### src/rtl/pc_ras_unit_pkg.sv
// pc_pkg: shared definitions for the pc_ras_unit fetch-stage program counter.
// Contents: PC-select (ps) encodings and default parameter values.
package pc_pkg;

  localparam logic [2:0] PS_HOLD     = 3'b000;  // keep current pc
  localparam logic [2:0] PS_INC      = 3'b001;  // pc <= pc + STEP
  localparam logic [2:0] PS_ABS      = 3'b010;  // pc <= in
  localparam logic [2:0] PS_REL      = 3'b011;  // pc <= pc4 + (in << 2)
  localparam logic [2:0] PS_CALL_REL = 3'b100;  // push pc4, pc <= rel
  localparam logic [2:0] PS_CALL_ABS = 3'b101;  // push pc4, pc <= in
  localparam logic [2:0] PS_RET      = 3'b110;  // pc <= pop (or in when empty)
  localparam logic [2:0] PS_RSVD     = 3'b111;  // reserved, behaves as hold

  localparam int unsigned DEFAULT_STEP      = 32'd4;
  localparam int unsigned DEFAULT_RAS_DEPTH = 32'd4;

endpackage

### src/rtl/pc_ras_unit_if.sv
// pc_ras_unit_if: fetch-stage PC control/status bundle.
//   stall, ps, in          : control from the pipeline (master -> slave)
//   pc, pc4                : current PC and PC+STEP (slave -> master)
//   ras_empty, ras_full    : return-address stack occupancy
//   ras_ovf, ras_unf       : sticky push-while-full / pop-while-empty
//   misalign               : misaligned non-sequential target seen
interface pc_ras_unit_if #(
  parameter int unsigned WIDTH = 32'd64
);
  logic             stall;
  logic [2:0]       ps;
  logic [WIDTH-1:0] in;
  logic [WIDTH-1:0] pc;
  logic [WIDTH-1:0] pc4;
  logic             ras_empty;
  logic             ras_full;
  logic             ras_ovf;
  logic             ras_unf;
  logic             misalign;

  modport master (
    output stall, ps, in,
    input  pc, pc4, ras_empty, ras_full, ras_ovf, ras_unf, misalign
  );

  modport slave (
    input  stall, ps, in,
    output pc, pc4, ras_empty, ras_full, ras_ovf, ras_unf, misalign
  );
endinterface

### src/rtl/pc_ras_unit_ras_stack.sv
// ras_stack: circular return-address LIFO.
//   clock, reset (async active-low)
//   i_push/i_data : push a return address; when full the oldest entry is overwritten
//   i_pop         : pop top entry (ignored when empty)
//   o_data        : current top entry (valid when not empty)
//   o_full/o_empty: occupancy; o_ovf/o_unf: single-cycle push-while-full / pop-while-empty
// The caller guarantees push and pop are never requested together.
module ras_stack #(
  parameter int unsigned WIDTH     = 32'd64,
  parameter int unsigned RAS_DEPTH = 32'd4
) (
  input  logic             clock,
  input  logic             reset,
  input  logic             i_push,
  input  logic             i_pop,
  input  logic [WIDTH-1:0] i_data,
  output logic [WIDTH-1:0] o_data,
  output logic             o_full,
  output logic             o_empty,
  output logic             o_ovf,
  output logic             o_unf
);
  localparam int unsigned PW         = $clog2(RAS_DEPTH);
  localparam logic [PW:0] FULL_COUNT = (PW+1)'(RAS_DEPTH);

  logic [WIDTH-1:0] r_mem [RAS_DEPTH];
  logic [PW-1:0]    r_top;    // next free slot; wraps, so a full push lands on the oldest entry
  logic [PW:0]      r_count;
  logic [PW-1:0]    w_top_m1;

  assign w_top_m1 = r_top - PW'(1);
  assign o_data   = r_mem[w_top_m1];
  assign o_full   = (r_count == FULL_COUNT);
  assign o_empty  = (r_count == (PW+1)'(0));
  assign o_ovf    = i_push & o_full;
  assign o_unf    = i_pop & o_empty;

  // Top pointer and occupancy; count saturates at RAS_DEPTH.
  always_ff @(posedge clock or negedge reset) begin
    if (!reset) begin
      r_top   <= '0;
      r_count <= '0;
    end else if (i_push) begin
      r_top <= r_top + PW'(1);
      if (!o_full) begin
        r_count <= r_count + (PW+1)'(1);
      end
    end else if (i_pop && !o_empty) begin
      r_top   <= w_top_m1;
      r_count <= r_count - (PW+1)'(1);
    end
  end

  // Entry storage; contents need no reset because count=0 makes them unreachable.
  always_ff @(posedge clock) begin
    if (i_push) begin
      r_mem[r_top] <= i_data;
    end
  end
endmodule

### src/rtl/pc_ras_unit.sv
// pc_ras_unit: LegV8 fetch-stage program counter with return-address stack.
//   clock : rising-edge clock
//   reset : asynchronous active-low reset
//   bus   : pc_ras_unit_if.slave (stall, ps, in -> pc, pc4, RAS status, misalign)
// Optional build macro PC_ALIGN_CHECK_EN: non-sequential targets with nonzero
// bits[1:0] are forced to word alignment and misalign pulses for one cycle.
// Without it targets load unmodified and misalign is tied low.
module pc_ras_unit
  import pc_pkg::*;
#(
  parameter int unsigned       WIDTH        = 32'd64,
  parameter int unsigned       RAS_DEPTH    = DEFAULT_RAS_DEPTH,
  parameter logic [WIDTH-1:0]  RESET_VECTOR = '0,
  parameter int unsigned       STEP         = DEFAULT_STEP
) (
  input  logic           clock,
  input  logic           reset,
  pc_ras_unit_if.slave   bus
);
  logic [WIDTH-1:0] r_pc;
  logic             r_ovf;
  logic             r_unf;
  logic [WIDTH-1:0] w_pc4;
  logic [WIDTH-1:0] w_rel;
  logic [WIDTH-1:0] w_target;
  logic [WIDTH-1:0] w_next_pc;
  logic             w_push;
  logic             w_pop;
  logic [WIDTH-1:0] w_ras_data;
  logic             w_ras_full;
  logic             w_ras_empty;
  logic             w_ovf_pulse;
  logic             w_unf_pulse;

  assign w_pc4 = r_pc + WIDTH'(STEP);
  // The word offset is scaled to bytes; the top two bits fall off (modulo 2^WIDTH).
  assign w_rel = w_pc4 + {bus.in[WIDTH-3:0], 2'b00};

  // Mode decode: candidate target and stack operation; stall suppresses stack ops.
  always_comb begin
    w_target = r_pc;
    w_push   = 1'b0;
    w_pop    = 1'b0;
    case (bus.ps)
      PS_HOLD:     w_target = r_pc;
      PS_INC:      w_target = w_pc4;
      PS_ABS:      w_target = bus.in;
      PS_REL:      w_target = w_rel;
      PS_CALL_REL: begin w_target = w_rel;  w_push = ~bus.stall; end
      PS_CALL_ABS: begin w_target = bus.in; w_push = ~bus.stall; end
      PS_RET: begin
        w_pop    = ~bus.stall;
        w_target = w_ras_empty ? bus.in : w_ras_data;  // empty stack falls back to in
      end
      default:     w_target = r_pc;
    endcase
  end

  ras_stack #(
    .WIDTH     (WIDTH),
    .RAS_DEPTH (RAS_DEPTH)
  ) u_ras (
    .clock   (clock),
    .reset   (reset),
    .i_push  (w_push),
    .i_pop   (w_pop),
    .i_data  (w_pc4),
    .o_data  (w_ras_data),
    .o_full  (w_ras_full),
    .o_empty (w_ras_empty),
    .o_ovf   (w_ovf_pulse),
    .o_unf   (w_unf_pulse)
  );

`ifdef PC_ALIGN_CHECK_EN
  logic w_nonseq;
  logic w_mis;
  logic r_mis;

  assign w_nonseq  = (bus.ps != PS_HOLD) && (bus.ps != PS_INC) && (bus.ps != PS_RSVD);
  assign w_mis     = w_nonseq & (w_target[1:0] != 2'b00);
  assign w_next_pc = w_mis ? {w_target[WIDTH-1:2], 2'b00} : w_target;
  assign bus.misalign = r_mis;

  // Misalign flag: set for the cycle after a corrected target, cleared on the next live edge.
  always_ff @(posedge clock or negedge reset) begin
    if (!reset) begin
      r_mis <= 1'b0;
    end else if (!bus.stall) begin
      r_mis <= w_mis;
    end else begin
      r_mis <= r_mis;
    end
  end
`else
  assign w_next_pc    = w_target;
  assign bus.misalign = 1'b0;
`endif

  // PC register and sticky stack status; a stall freezes everything.
  always_ff @(posedge clock or negedge reset) begin
    if (!reset) begin
      r_pc  <= RESET_VECTOR;
      r_ovf <= 1'b0;
      r_unf <= 1'b0;
    end else if (!bus.stall) begin
      r_pc  <= w_next_pc;
      r_ovf <= r_ovf | w_ovf_pulse;
      r_unf <= r_unf | w_unf_pulse;
    end else begin
      r_pc  <= r_pc;
      r_ovf <= r_ovf;
      r_unf <= r_unf;
    end
  end

  assign bus.pc        = r_pc;
  assign bus.pc4       = w_pc4;
  assign bus.ras_empty = w_ras_empty;
  assign bus.ras_full  = w_ras_full;
  assign bus.ras_ovf   = r_ovf;
  assign bus.ras_unf   = r_unf;
endmodule
### src/flat_wrapper.sv
// flat-port wrapper written by rule: the top's interface ports become plain ports
module pc_ras_unit_flat import pc_pkg::*;
#(
  parameter int unsigned       WIDTH        = 32'd64,
  parameter int unsigned       RAS_DEPTH    = DEFAULT_RAS_DEPTH,
  parameter logic [WIDTH-1:0]  RESET_VECTOR = '0,
  parameter int unsigned       STEP         = DEFAULT_STEP
)
  (clock, reset, bus_stall, bus_ps, bus_in, bus_pc, bus_pc4, bus_ras_empty, bus_ras_full, bus_ras_ovf, bus_ras_unf, bus_misalign);
  pc_ras_unit_if #(.WIDTH(WIDTH)) bus_i ();
  input  logic clock;
  input  logic reset;
  input wire logic [$bits(bus_i.stall)-1:0] bus_stall;
  input wire logic [$bits(bus_i.ps)-1:0] bus_ps;
  input wire logic [$bits(bus_i.in)-1:0] bus_in;
  output wire logic [$bits(bus_i.pc)-1:0] bus_pc;
  output wire logic [$bits(bus_i.pc4)-1:0] bus_pc4;
  output wire logic [$bits(bus_i.ras_empty)-1:0] bus_ras_empty;
  output wire logic [$bits(bus_i.ras_full)-1:0] bus_ras_full;
  output wire logic [$bits(bus_i.ras_ovf)-1:0] bus_ras_ovf;
  output wire logic [$bits(bus_i.ras_unf)-1:0] bus_ras_unf;
  output wire logic [$bits(bus_i.misalign)-1:0] bus_misalign;
  assign bus_i.stall = bus_stall;
  assign bus_i.ps = bus_ps;
  assign bus_i.in = bus_in;
  assign bus_pc = bus_i.pc;
  assign bus_pc4 = bus_i.pc4;
  assign bus_ras_empty = bus_i.ras_empty;
  assign bus_ras_full = bus_i.ras_full;
  assign bus_ras_ovf = bus_i.ras_ovf;
  assign bus_ras_unf = bus_i.ras_unf;
  assign bus_misalign = bus_i.misalign;
  pc_ras_unit #(.WIDTH(WIDTH), .RAS_DEPTH(RAS_DEPTH), .RESET_VECTOR(RESET_VECTOR), .STEP(STEP)) u_core (.clock(clock), .reset(reset), .bus(bus_i));
endmodule
### config.mk
export PLATFORM = sky130hd
export DESIGN_NAME = pc_ras_unit_flat
export DESIGN_NICKNAME = d
export VERILOG_FILES = /design/src/rtl/pc_ras_unit_pkg.sv /design/src/rtl/pc_ras_unit_if.sv /design/src/rtl/pc_ras_unit_ras_stack.sv /design/src/rtl/pc_ras_unit.sv /design/src/flat_wrapper.sv
export SDC_FILE = /design/constraint.sdc
export NUM_CORES = 1
export LEC_CHECK = 0
export ABC_CLOCK_PERIOD_IN_PS = 4600
export CAP_MARGIN = 20
export CORE_MARGIN = 5
export CORE_UTILIZATION = 58
export CTS_CLUSTER_DIAMETER = 40
export DETAILED_ROUTE_END_ITERATION = 6
export DONT_BUFFER_PORTS = 1
export PLACE_DENSITY = 0.73
export SLEW_MARGIN = 15
export SYNTH_ARGS = -nofsm -noshare
export SYNTH_HDL_FRONTEND = slang
export SYNTH_SLANG_ARGS = --single-unit
### constraint.sdc
create_clock -name clock -period 4.6 [get_ports clock]
set_clock_uncertainty 0.15 [all_clocks]
set_input_delay 0.92 -clock clock [delete_from_list [all_inputs] [get_ports clock]]
set_output_delay 0.92 -clock clock [all_outputs]
set_load 0.05 [all_outputs]
==> flow_summary.json <==
{
  "die-area_um2": 35460,
  "clock.fmax_mhz": 217.6,
  "antenna_found_initial": 0,
  "clk_pin_slew_ns": 0.06,
  "yosysUniqueCellTypes": 74,
  "intPower_uw": 9160,
  "min_period_ns": 4.595,
  "holdWs_ns": 0.07948,
  "routed_via_density": 6.843,
  "syn-mean-instance-area_um2": 11.71,
  "synth_area_um2": 18440,
  "ir_drop_mv": 0.4849,
  "core_um2": 31470,
  "layout-drive-gt1-share_pct": 36.27,
  "worstPathRequired_ns": 4.92,
  "die_x_um": 188.3,
  "p_leak_uw": 0.008980,
  "fin_area_um2": 24070,
  "slew_headroom_pct": 24.49,
  "gp_congestion": 1.011,
  "p_clk_share_pct": 20.9,
  "synth_seq_cells": 327,
  "worstPathMaxFanout": 4,
  "grt_max_degree": 72,
  "ys.flop_type": "edfxtp_1",
  "io_buffer_count": 0,
  "max_cap_violations": 0,
  "cts_tree": "done",
  "ant_nets": 0,
  "switching_share_pct": 45.12,
  "grt_pass1_wl_mm": 95.92,
  "fillCellCount": 1955,
  "worstSetupPathType": "register to register",
  "powerDensity_nw_per_um2": 693.5,
  "start_kind": "register",
  "drc": 0,
  "cp-startpoint": "u_core.bus.pc[3]$_DFFE_PN0P_",
  "min_period_over_period_pct": 99.90,
  "wl_per_cell_um": 28.31,
  "h-tree-depth": 2,
  "hold_class": "primary input to async pin",
  "final_cell_mix": "buf_4 (302), edfxtp_1 (256), nor2_1 (122)",
  "die_y_um": 188.3,
  "synth_area_leader_cell": "edfxtp_1",
  "nNetsFinal": 1995,
  "clk_latency_ns": 0.58,
  "dp_hpwl_mm": 44.91,
  "comb_power_share_pct": 53.8,
  "cts_made_buffers": 45,
  "rows": 65,
  "overflow": 0,
  "r2r-start": "u_core.bus.pc[3]$_DFFE_PN0P_",
  "start_util_pct": 58.59,
  "drt_iter0_drc": 1791,
  "grtUsageTotal_pct": 35.42,
  "totalWireLength_mm": 64.69,
  "diodes": 0,
  "synth_fp_nets": 1723,
  "finalHoldViolCount": 0,
  "endpoint_kind": "register",
  "ys_warn_count": 0,
  "drv_slew": 0,
  "final-setup-viol-count": 0,
  "p_seq_share_pct": 25.3,
  "synth_top_area_share_pct": 41.69,
  "yosys-top-cells-area": "edfxtp_1 (42%), dfrtp_1 (9.6%), mux4_2 (7.8%), ha_1 (5.2%), xnor2_1 (3.6%)",
  "drtPass1Iterations": 6,
  "clockBufferDepth": 3,
  "synth_edf_count": 256,
  "multiInputGateArea_um2": 9921,
  "status": "completed",
  "dp_slack_ns": -0.1732,
  "cts_root_buf": "clkbuf_16",
  "synth_cells": 1575,
  "io_pins": 203,
  "tightest_slew_ns": 1.133,
  "area_delta_synth_final_pct": 30.50,
  "regArea_um2": 9504,
  "synthArstFlopShare_pct": 21.71,
  "ys_seq_area_share_pct": 51.32,
  "detailed_place.area_um2": 21570,
  "cts_sinks": 327,
  "switching_power_uw": 7531,
  "num_vias": 15636,
  "grt_pass1_vias": 15748,
  "mostFrequentLayoutCell": "buf_4",
  "arrival_ns": 4.91,
  "worst_slack_ns": 0.004808,
  "rsz0062_at_grt": "true"
}
[flip-flops by register name (all words and copies together) (netlist names)]
name and count:
u_core.bus.ras_ovf 1, u_core.u_ras.r_mem 256, u_core.u_ras.r_top 2, u_core.u_ras.r_count 3, u_core.bus.pc 64, u_core.bus.ras_unf 1
[cell usage after synthesis (all sizes together), types with 3 or more instances]
cell / number
a211oi: 16
a21boi: 7
a21o: 25
a21oi: 116
a221o: 27
a221oi: 45
a222oi: 8
a22oi: 10
a31oi: 18
and2: 9
and3: 10
buf: 14
clkbuf: 76
dfrtp: 71
edfxtp: 256
ha: 76
inv: 38
mux2i: 3
mux4: 64
nand2: 106
nand2b: 7
nand3: 54
nand3b: 3
nand4: 38
nor2: 135
nor2b: 7
nor3: 29
nor4: 14
o211ai: 10
o21a: 17
o21ai: 74
o21bai: 10
o221ai: 4
o22a: 5
o22ai: 9
o31ai: 6
or2: 4
or3: 12
xnor2: 75
xor2: 39
[per-stage QoR]
step                power (µW)  TNS, ns  std cells  util (%)
finish                   16690        0       2285     76.46
global route             17360   -1.140       2285     76.46
CTS                      16190        0       2270     73.83
detailed placement       12600  -0.9544       2184     68.54
global placement         12500  -0.1637       2184     68.54
floorplan                 9783   -3.209       1575         -
[final timing paths]
kind	end	slack [ns]	cells after the start
setup reg to reg	u_core.bus.pc[54]$_DFFE_PN0P_	0.005	22
setup / recovery	u_core.bus.pc[54]$_DFFE_PN0P_	0.005	22
hold reg to reg	u_core.u_ras.r_count[2]$_DFFE_PN0P_	0.37	1
hold / removal	u_core.u_ras.r_count[0]$_DFFE_PN0P_	0.08	1
max in group asynchronous	u_core.bus.pc[32]$_DFFE_PN0P_	3.80	1
min in group clock	u_core.bus.pc[4]$_DFFE_PN0P_	0.36	2
[worst max-delay path, stage by stage, from the launching register on]
cell and delay [ns]:
dfrtp_2 0.40, ha_4 0.14, nand4_1 0.14, nor3_2 0.21, buf_4 0.14, nand4_1 0.22
buf_6 0.24, nor2_4 0.21, nand2_2 0.12, nor2_4 0.14, xnor2_2 0.13, inv_2 0.09
ha_4 0.31, buf_6 0.11, nand2_4 0.05, or3_4 0.37, or3_4 0.40, a211oi_2 0.17
buf_4 0.17, nor3_2 0.05, xnor2_2 0.19, a221oi_2 0.25, nor2_1 0.08
[cell type report]
| class | count | area share, % |
|---|---|---|
| inverters | 38 | 0.5927 |
| repair buffers | 315 | 10.29 |
| clock buffers | 49 | 4.825 |
| multi-input cells | 1120 | 41.22 |
| clock inverters | 34 | 1.487 |
| well taps | 402 | 2.090 |
| flip-flops and latches | 327 | 39.49 |
[routing by layer]
layer | global-route usage (%) | up-vias | part of all wire [%]
met1 | 44.54 | 7733 | 36
met5 | 0 | - | 0
met3 | 10.17 | 206 | 11
li1 | - | 6684 | -
met4 | 14.60 | 0 | 4.3
met2 | 58.21 | 1013 | 49
[what timing repair did]
| action | CTS | global route |
|---|---|---|
| pin swaps | 5 | 44 |
| hold buffers | 1 | 0 |
| endpoints found under the setup margin | 19 | 39 |
| resized for setup | 22 | 130 |
| hold endpoints to repair | 71 | 0 |
| setup buffers | 2 | 15 |
[kinds of logic (layout without fill, tap and decap cells)]
kind of cell / Yosys count / count (layout) / synth area share, %
AOI/OAI and AO/OA: 426 / 426 / 15.60
xor gates and xnor gates: 114 / 114 / 5.455
adders and majority gates: 78 / 78 / 5.373
buffers and inverters: 128 / 436 / 2.694
DFF: 327 / 327 / 51.32
muxes: 68 / 68 / 8.040
other: 1 / 1 / 0.02033
and+or+nand+nor: 433 / 433 / 11.49
[power by group through the flow]
stage                     Clock (µW)  Combinational [µW]  Sequential [µW]
after detailed placement           0                8340             4260
after floorplan                    0                4790             4990
final                           3480                8980             4220
after CTS                       3490                8500             4210
after global placement             0                8270             4230
after global routing            3630                9470             4260
Power figures use the tool's default switching activity.
